$ cat src/rtl/norm_mult_seq.sv
// norm_mult_seq: approximate unsigned multiplier with sequential normalization.
// Each operand is shifted left until its MSB is set. The top M bits of each
// are multiplied by shift-add, and the product is shifted back right by the
// total normalization distance. The result is exact when both operands have
// at most M significant bits.
module norm_mult_seq #(
    parameter int unsigned W = 16,
    parameter int unsigned M = 8
) (
    input  logic             clk,
    input  logic             rst,
    input  logic             start,
    input  logic [W-1:0]     a,
    input  logic [W-1:0]     b,
    output logic             busy,
    output logic             done,
    output logic [2*W-1:0]   result
);

    localparam int unsigned RW  = 2 * W;
    localparam int unsigned PW  = 2 * M;
    localparam int unsigned KW  = $clog2(W);
    localparam int unsigned CW  = $clog2(2 * W);
    localparam int unsigned NW  = $clog2(M);

    typedef enum logic [2:0] {
        IDLE,
        NORM_A,
        NORM_B,
        MUL,
        DENORM,
        DONE
    } state_t;

    state_t          state_q, state_d;
    logic [W-1:0]    sa_q, sa_d;
    logic [W-1:0]    sb_q, sb_d;
    logic [KW-1:0]   ka_q, ka_d;
    logic [KW-1:0]   kb_q, kb_d;
    logic [PW-1:0]   maq_q, maq_d;
    logic [M-1:0]    mq_q, mq_d;
    logic [PW-1:0]   p_q, p_d;
    logic [NW-1:0]   cnt_q, cnt_d;
    logic [RW-1:0]   r_q, r_d;
    logic [CW-1:0]   c_q, c_d;
    logic [RW-1:0]   result_q, result_d;
    logic            busy_q, busy_d;
    logic            done_q, done_d;

    // Next-state and datapath: one normalization shift, one multiplier bit,
    // or one denormalization shift per cycle, depending on the state.
    always_comb begin
        logic [PW-1:0] p_nxt;
        p_nxt    = '0;
        state_d  = state_q;
        sa_d     = sa_q;
        sb_d     = sb_q;
        ka_d     = ka_q;
        kb_d     = kb_q;
        maq_d    = maq_q;
        mq_d     = mq_q;
        p_d      = p_q;
        cnt_d    = cnt_q;
        r_d      = r_q;
        c_d      = c_q;
        result_d = result_q;

        case (state_q)
            IDLE, DONE: begin
                state_d = IDLE;
                if (start) begin
                    if (a == '0 || b == '0) begin
                        result_d = '0;
                        state_d  = DONE;
                    end else begin
                        sa_d    = a;
                        sb_d    = b;
                        ka_d    = '0;
                        kb_d    = '0;
                        state_d = NORM_A;
                    end
                end
            end
            NORM_A: begin
                if (!sa_q[W-1]) begin
                    sa_d = sa_q << 1;
                    ka_d = ka_q + 1'b1;
                end else begin
                    state_d = NORM_B;
                end
            end
            NORM_B: begin
                if (!sb_q[W-1]) begin
                    sb_d = sb_q << 1;
                    kb_d = kb_q + 1'b1;
                end else begin
                    // Both operands are normalized, so the mantissas are taken here.
                    maq_d   = PW'(sa_q[W-1 -: M]);
                    mq_d    = sb_q[W-1 -: M];
                    p_d     = '0;
                    cnt_d   = '0;
                    state_d = MUL;
                end
            end
            MUL: begin
                p_nxt = p_q + (mq_q[0] ? maq_q : '0);
                p_d   = p_nxt;
                maq_d = maq_q << 1;
                mq_d  = mq_q >> 1;
                cnt_d = cnt_q + 1'b1;
                if (cnt_q == NW'(M - 1)) begin
                    r_d     = RW'(p_nxt) << (RW - PW);
                    c_d     = CW'(ka_q) + CW'(kb_q);
                    state_d = DENORM;
                end
            end
            DENORM: begin
                if (c_q != '0) begin
                    r_d = r_q >> 1;
                    c_d = c_q - 1'b1;
                end else begin
                    result_d = r_q;
                    state_d  = DONE;
                end
            end
            default: state_d = IDLE;
        endcase

        busy_d = (state_d == NORM_A) || (state_d == NORM_B) ||
                 (state_d == MUL)    || (state_d == DENORM);
        done_d = (state_d == DONE);
    end

    // State and output registers, cleared asynchronously by the active-low reset.
    always_ff @(posedge clk or negedge rst) begin
        if (!rst) begin
            state_q  <= IDLE;
            sa_q     <= '0;
            sb_q     <= '0;
            ka_q     <= '0;
            kb_q     <= '0;
            maq_q    <= '0;
            mq_q     <= '0;
            p_q      <= '0;
            cnt_q    <= '0;
            r_q      <= '0;
            c_q      <= '0;
            result_q <= '0;
            busy_q   <= 1'b0;
            done_q   <= 1'b0;
        end else begin
            state_q  <= state_d;
            sa_q     <= sa_d;
            sb_q     <= sb_d;
            ka_q     <= ka_d;
            kb_q     <= kb_d;
            maq_q    <= maq_d;
            mq_q     <= mq_d;
            p_q      <= p_d;
            cnt_q    <= cnt_d;
            r_q      <= r_d;
            c_q      <= c_d;
            result_q <= result_d;
            busy_q   <= busy_d;
            done_q   <= done_d;
        end
    end

    assign busy   = busy_q;
    assign done   = done_q;
    assign result = result_q;

endmodule
$ cat config.mk
export PLATFORM = sky130hd
export DESIGN_NAME = norm_mult_seq
export DESIGN_NICKNAME = d
export VERILOG_FILES = /design/src/rtl/norm_mult_seq.sv
export SDC_FILE = /design/constraint.sdc
export NUM_CORES = 1
export LEC_CHECK = 0
export ABC_AREA = 1
export ABC_CLOCK_PERIOD_IN_PS = 2200
export BUFFER_PORTS_ARGS = -buffer_cell sky130_fd_sc_hd__buf_2
export CAP_MARGIN = 0
export CORE_AREA = 2 2 133 135
export DETAILED_ROUTE_END_ITERATION = 7
export DIE_AREA = 0 0 135 137
export PLACE_DENSITY = 0.68
export SLEW_MARGIN = 30
export SYNTH_ARGS = -nofsm -noshare
export SYNTH_HDL_FRONTEND = slang
export SYNTH_SLANG_ARGS = --single-unit
$ cat constraint.sdc
create_clock -name clk -period 2.2 [get_ports clk]
set_input_delay 0.44 -clock clk [delete_from_list [all_inputs] [get_ports clk]]
set_output_delay 0.44 -clock clk [all_outputs]
set_load 0.01 [all_outputs]
==> run summary <==
=================================================================================
Vertical die dimension                                                     137 µm
# H-tree levels                                                                 4
Startpoint type of the worst setup path                                  register
Dominant cells by area after synthesis                               sky130_fd_sc_hd__dfrtp_1 47%, sky130_fd_sc_hd__nand2_1 16%, sky130_fd_sc_hd__inv_1 6.2%
Number of antenna violations at the first check in global routing               0
Count of inserted antenna diode cells                                           0
Highest net fanout along the worst path                                         5
Req. time, crit path                                                      2.56 ns
Arr. time, crit path                                                      2.41 ns
Most common library cells after synthesis                            362 x sky130_fd_sc_hd__nand2_1, 157 x sky130_fd_sc_hd__dfrtp_1, 140 x sky130_fd_sc_hd__inv_1
Post-Syn Instances                                                          1,115
Routed wl met2                                                            8410 µm
Most instantiated library cell after synthesis                       sky130_fd_sc_hd__nand2_1
Clock transition at path regs                                             0.07 ns
Initial DRC count                                                             397
Remaining design rule violation count                                           0
Capture point of the critical path                                   r_q[25]$_DFFE_PN0P_
Cell area power density                                               1260 nW/µm²
TritonCTS clock tree                                                        built
Worst reg-to-reg path cell count                                               12
Vias per cell                                                                5.07
Die Footprint                                                          18,500 µm²
Reg-to-reg setup timing slack                                             0.15 ns
Final Setup Violations                                                          0
Max capacitance violation total                                                 0
Kind of end point of the critical path                                   register
RePlAce Congestion                                                          0.817
Vias after detailed routing                                                 7,160
I/O Pins                                                                       69
Number of max-slew violations in the final report                               0
Amount of wire on met3 after detailed routing                              809 µm
Layout cell share with drive strength beyond 1                              14.1%
Die X                                                                      135 µm
Peak clock frequency supported by timing                                  488 MHz
Count of TritonRoute iterations in the first routing pass                       4
Count of cell types in the netlist                                             42
Primary FF master, synth                                             sky130_fd_sc_hd__dfrtp_1
Register area share after synthesis                                         46.7%
Layout Skew                                                             0.0117 ns
Total global routing track utilization                                      21.2%
Quantity of I/O buffers inserted on ports                                      68
Post-Syn Nets                                                               1,177
Area growth from synthesis to layout                                        15.5%
Later-pin clock latency in the skew report                                0.43 ns
Multi-input gate area in the final layout                                3800 µm²
Cell type with the highest aggregate area in the netlist             sky130_fd_sc_hd__dfrtp_1
Clock buffers created by TritonCTS                                             17
Placed cells                                                                1,379
Met1 wire length                                                          9160 µm
Final Worst Setup Slack                                                  0.149 ns
Terminus of the critical flop-to-flop path                           r_q[25]$_DFFE_PN0P_
Global route overflow                                                           0
Final setup TNS                                                              0 ns
Slew Limit Headroom                                                         55.9%
Post-route clock period utilization                                         93.2%
Average wire length per cell after detail routing                         13.2 µm
Worst ir drop on vdd                                                       940 µV
Fillers                                                                     1,620
Final critical delay including setup and external delays                  2.05 ns
Static Leak                                                               5.22 nW
Final nets                                                                  1,238
Worst setup slack before clock tree synthesis                           0.0151 ns
Average instance area after synthesis                                    7.54 µm²
Fraction of post-synthesis cell area in the top cell type by area           46.7%
DRT antenna net count                                                           0
Worst Path Class, Setup                                                reg -> reg
Cell Rows                                                                      48
Root buffer cell                                                     sky130_fd_sc_hd__clkbuf_16
Area of the core                                                       17,100 µm²
Maximum clock insertion buffer count                                            2
Hold violation count in the final report                                        0
Effective utilization at floorplan                                          49.3%
Number of clock sinks                                                         157
Detailed Route WL                                                       18,700 µm
Wire length of the first global-routing pass                            31,400 µm
Maximum number of pins on one net before global-route repair                   48
Tightest Hold Check Type                                                in -> reg
Final non-filler cell total                                                 1,413
Top Layer Used                                                               met4
Fraction of synthesis flops using an asynchronous set or reset pin           100%
Startpoint of the lowest-slack register-to-register path             mq_q[0]$_DFFE_PN0P_
Register bit count reported by yosys                                          157
Slew @ Worst Pin                                                         0.660 ns
Startpoint of the worst setup timing path                            mq_q[0]$_DFFE_PN0P_
Area used by sequential logic in the layout                              3930 µm²
Number of warning messages in the yosys log                                     0
HPWL after DPL                                                          12,900 µm
Number of flops mapped to enable cells by yosys                                 0
Run status                                                           finished clean
Combined area of all synthesized cells                                   8410 µm²
Number of global-route vias before repair                                   6,681
=================================================================================
where the power goes:
group	switching [mW]	total [mW]	internal [mW]	leakage (nW)
Clock	1.23	2.93	1.70	0.272
Combinational	3.26	5.07	1.81	2.89
Sequential	0.540	4.28	3.74	2.06
Total	5.03	12.3	7.25	5.22
kinds of logic after synthesis:
logic type / after synthesis / share of synthesized area [%]
AOI/OAI and AO/OA: 159 / 10.9
xor gates and xnor gates: 12 / 1.25
adders and majority gates: 27 / 4.19
buffers and inverters: 197 / 9.55
DFF: 157 / 46.7
and+or+nand+nor: 563 / 27.4
layer usage:
layer  track usage, %  vias to the layer above
met2             33.6                      154
met3             5.15                       29
met5                0                        -
met1             29.2                     3329
li1                 -                     3648
met4             5.56                        0
state kept, by name, summed over array words and instances (netlist names):
name and cells:
p_q 16, mq_q 8, busy 1, cnt_q 3
sa_q 16, done 1, maq_q 16, state_q 3
c_q 5, r_q 32, ka_q 4, sb_q 16
result 32, kb_q 4
critical path, cell delays in order (launching register included):
cell and delay [ns]:
sky130_fd_sc_hd__dfrtp_1 0.42, sky130_fd_sc_hd__buf_4 0.15, sky130_fd_sc_hd__nand2_1 0.05, sky130_fd_sc_hd__inv_1 0.03, sky130_fd_sc_hd__ha_1 0.32, sky130_fd_sc_hd__or2_2 0.31
sky130_fd_sc_hd__nand3_1 0.08, sky130_fd_sc_hd__nand2_1 0.12, sky130_fd_sc_hd__nand2_1 0.12, sky130_fd_sc_hd__nand2_1 0.06, sky130_fd_sc_hd__nand2_1 0.08, sky130_fd_sc_hd__nand3_1 0.08
sky130_fd_sc_hd__a21boi_1 0.16
per-stage QoR:
stage | total power [mW] | utilization, % | cell area (µm²) | hold WS (ns)
final | 12.3 | 57.0 | 9710 | 0.284
after global routing | 13.3 | 57.0 | 9710 | 0.301
after CTS | 12.1 | 56.2 | 9590 | 0.280
after detailed placement | 9.16 | 52.7 | 8990 | 0.405
after global placement | 9.05 | 52.7 | 8990 | 0.399
after floorplan | 8.06 | - | 8410 | 0.144
worst min path at each step:
stage               from             endpoint  slack [ns]  depth (start not counted)
finish              b[0]  sb_q[0]$_DFFE_PN0P_        0.28                          3
global placement     rst  p_q[12]$_DFFE_PN0P_        0.40                          1
floorplan            rst       busy$_DFF_PN0_        0.14                          0
detailed placement   rst  p_q[10]$_DFFE_PN0P_        0.40                          1
CTS                 b[0]  sb_q[0]$_DFFE_PN0P_        0.28                          3
global route        b[0]  sb_q[0]$_DFFE_PN0P_        0.30                          3
layout by cell type (no fill, tap or decap), drive strengths merged, types with 9 or more instances in the layout:
master	n
a21oi	17
buf	88
clkbuf	19
dfrtp	157
ha	25
inv	152
nand2	370
nand3	87
nor2	89
o211ai	14
o21ai	98
o22ai	10
xor2	9
area by class of cell:
cell class	instances	area share [%]
flip-flops and latches	157	40.4
multi-input cells	761	39.1
inverters	150	5.81
repair buffers	89	5.77
clock buffers	19	4.56
well taps	225	2.90
clock inverters	12	1.43
what timing repair did:
| item | CTS | global route |
|---|---|---|
| resized for setup | 1 | 21 |
| setup buffers | 0 | 2 |
| setup endpoints to repair | 1 | 36 |
| hold buffers | 1 | 0 |
| hold endpoints to repair | 40 | 0 |
| cloned | 0 | 0 |
Power figures use the tool's default switching activity.
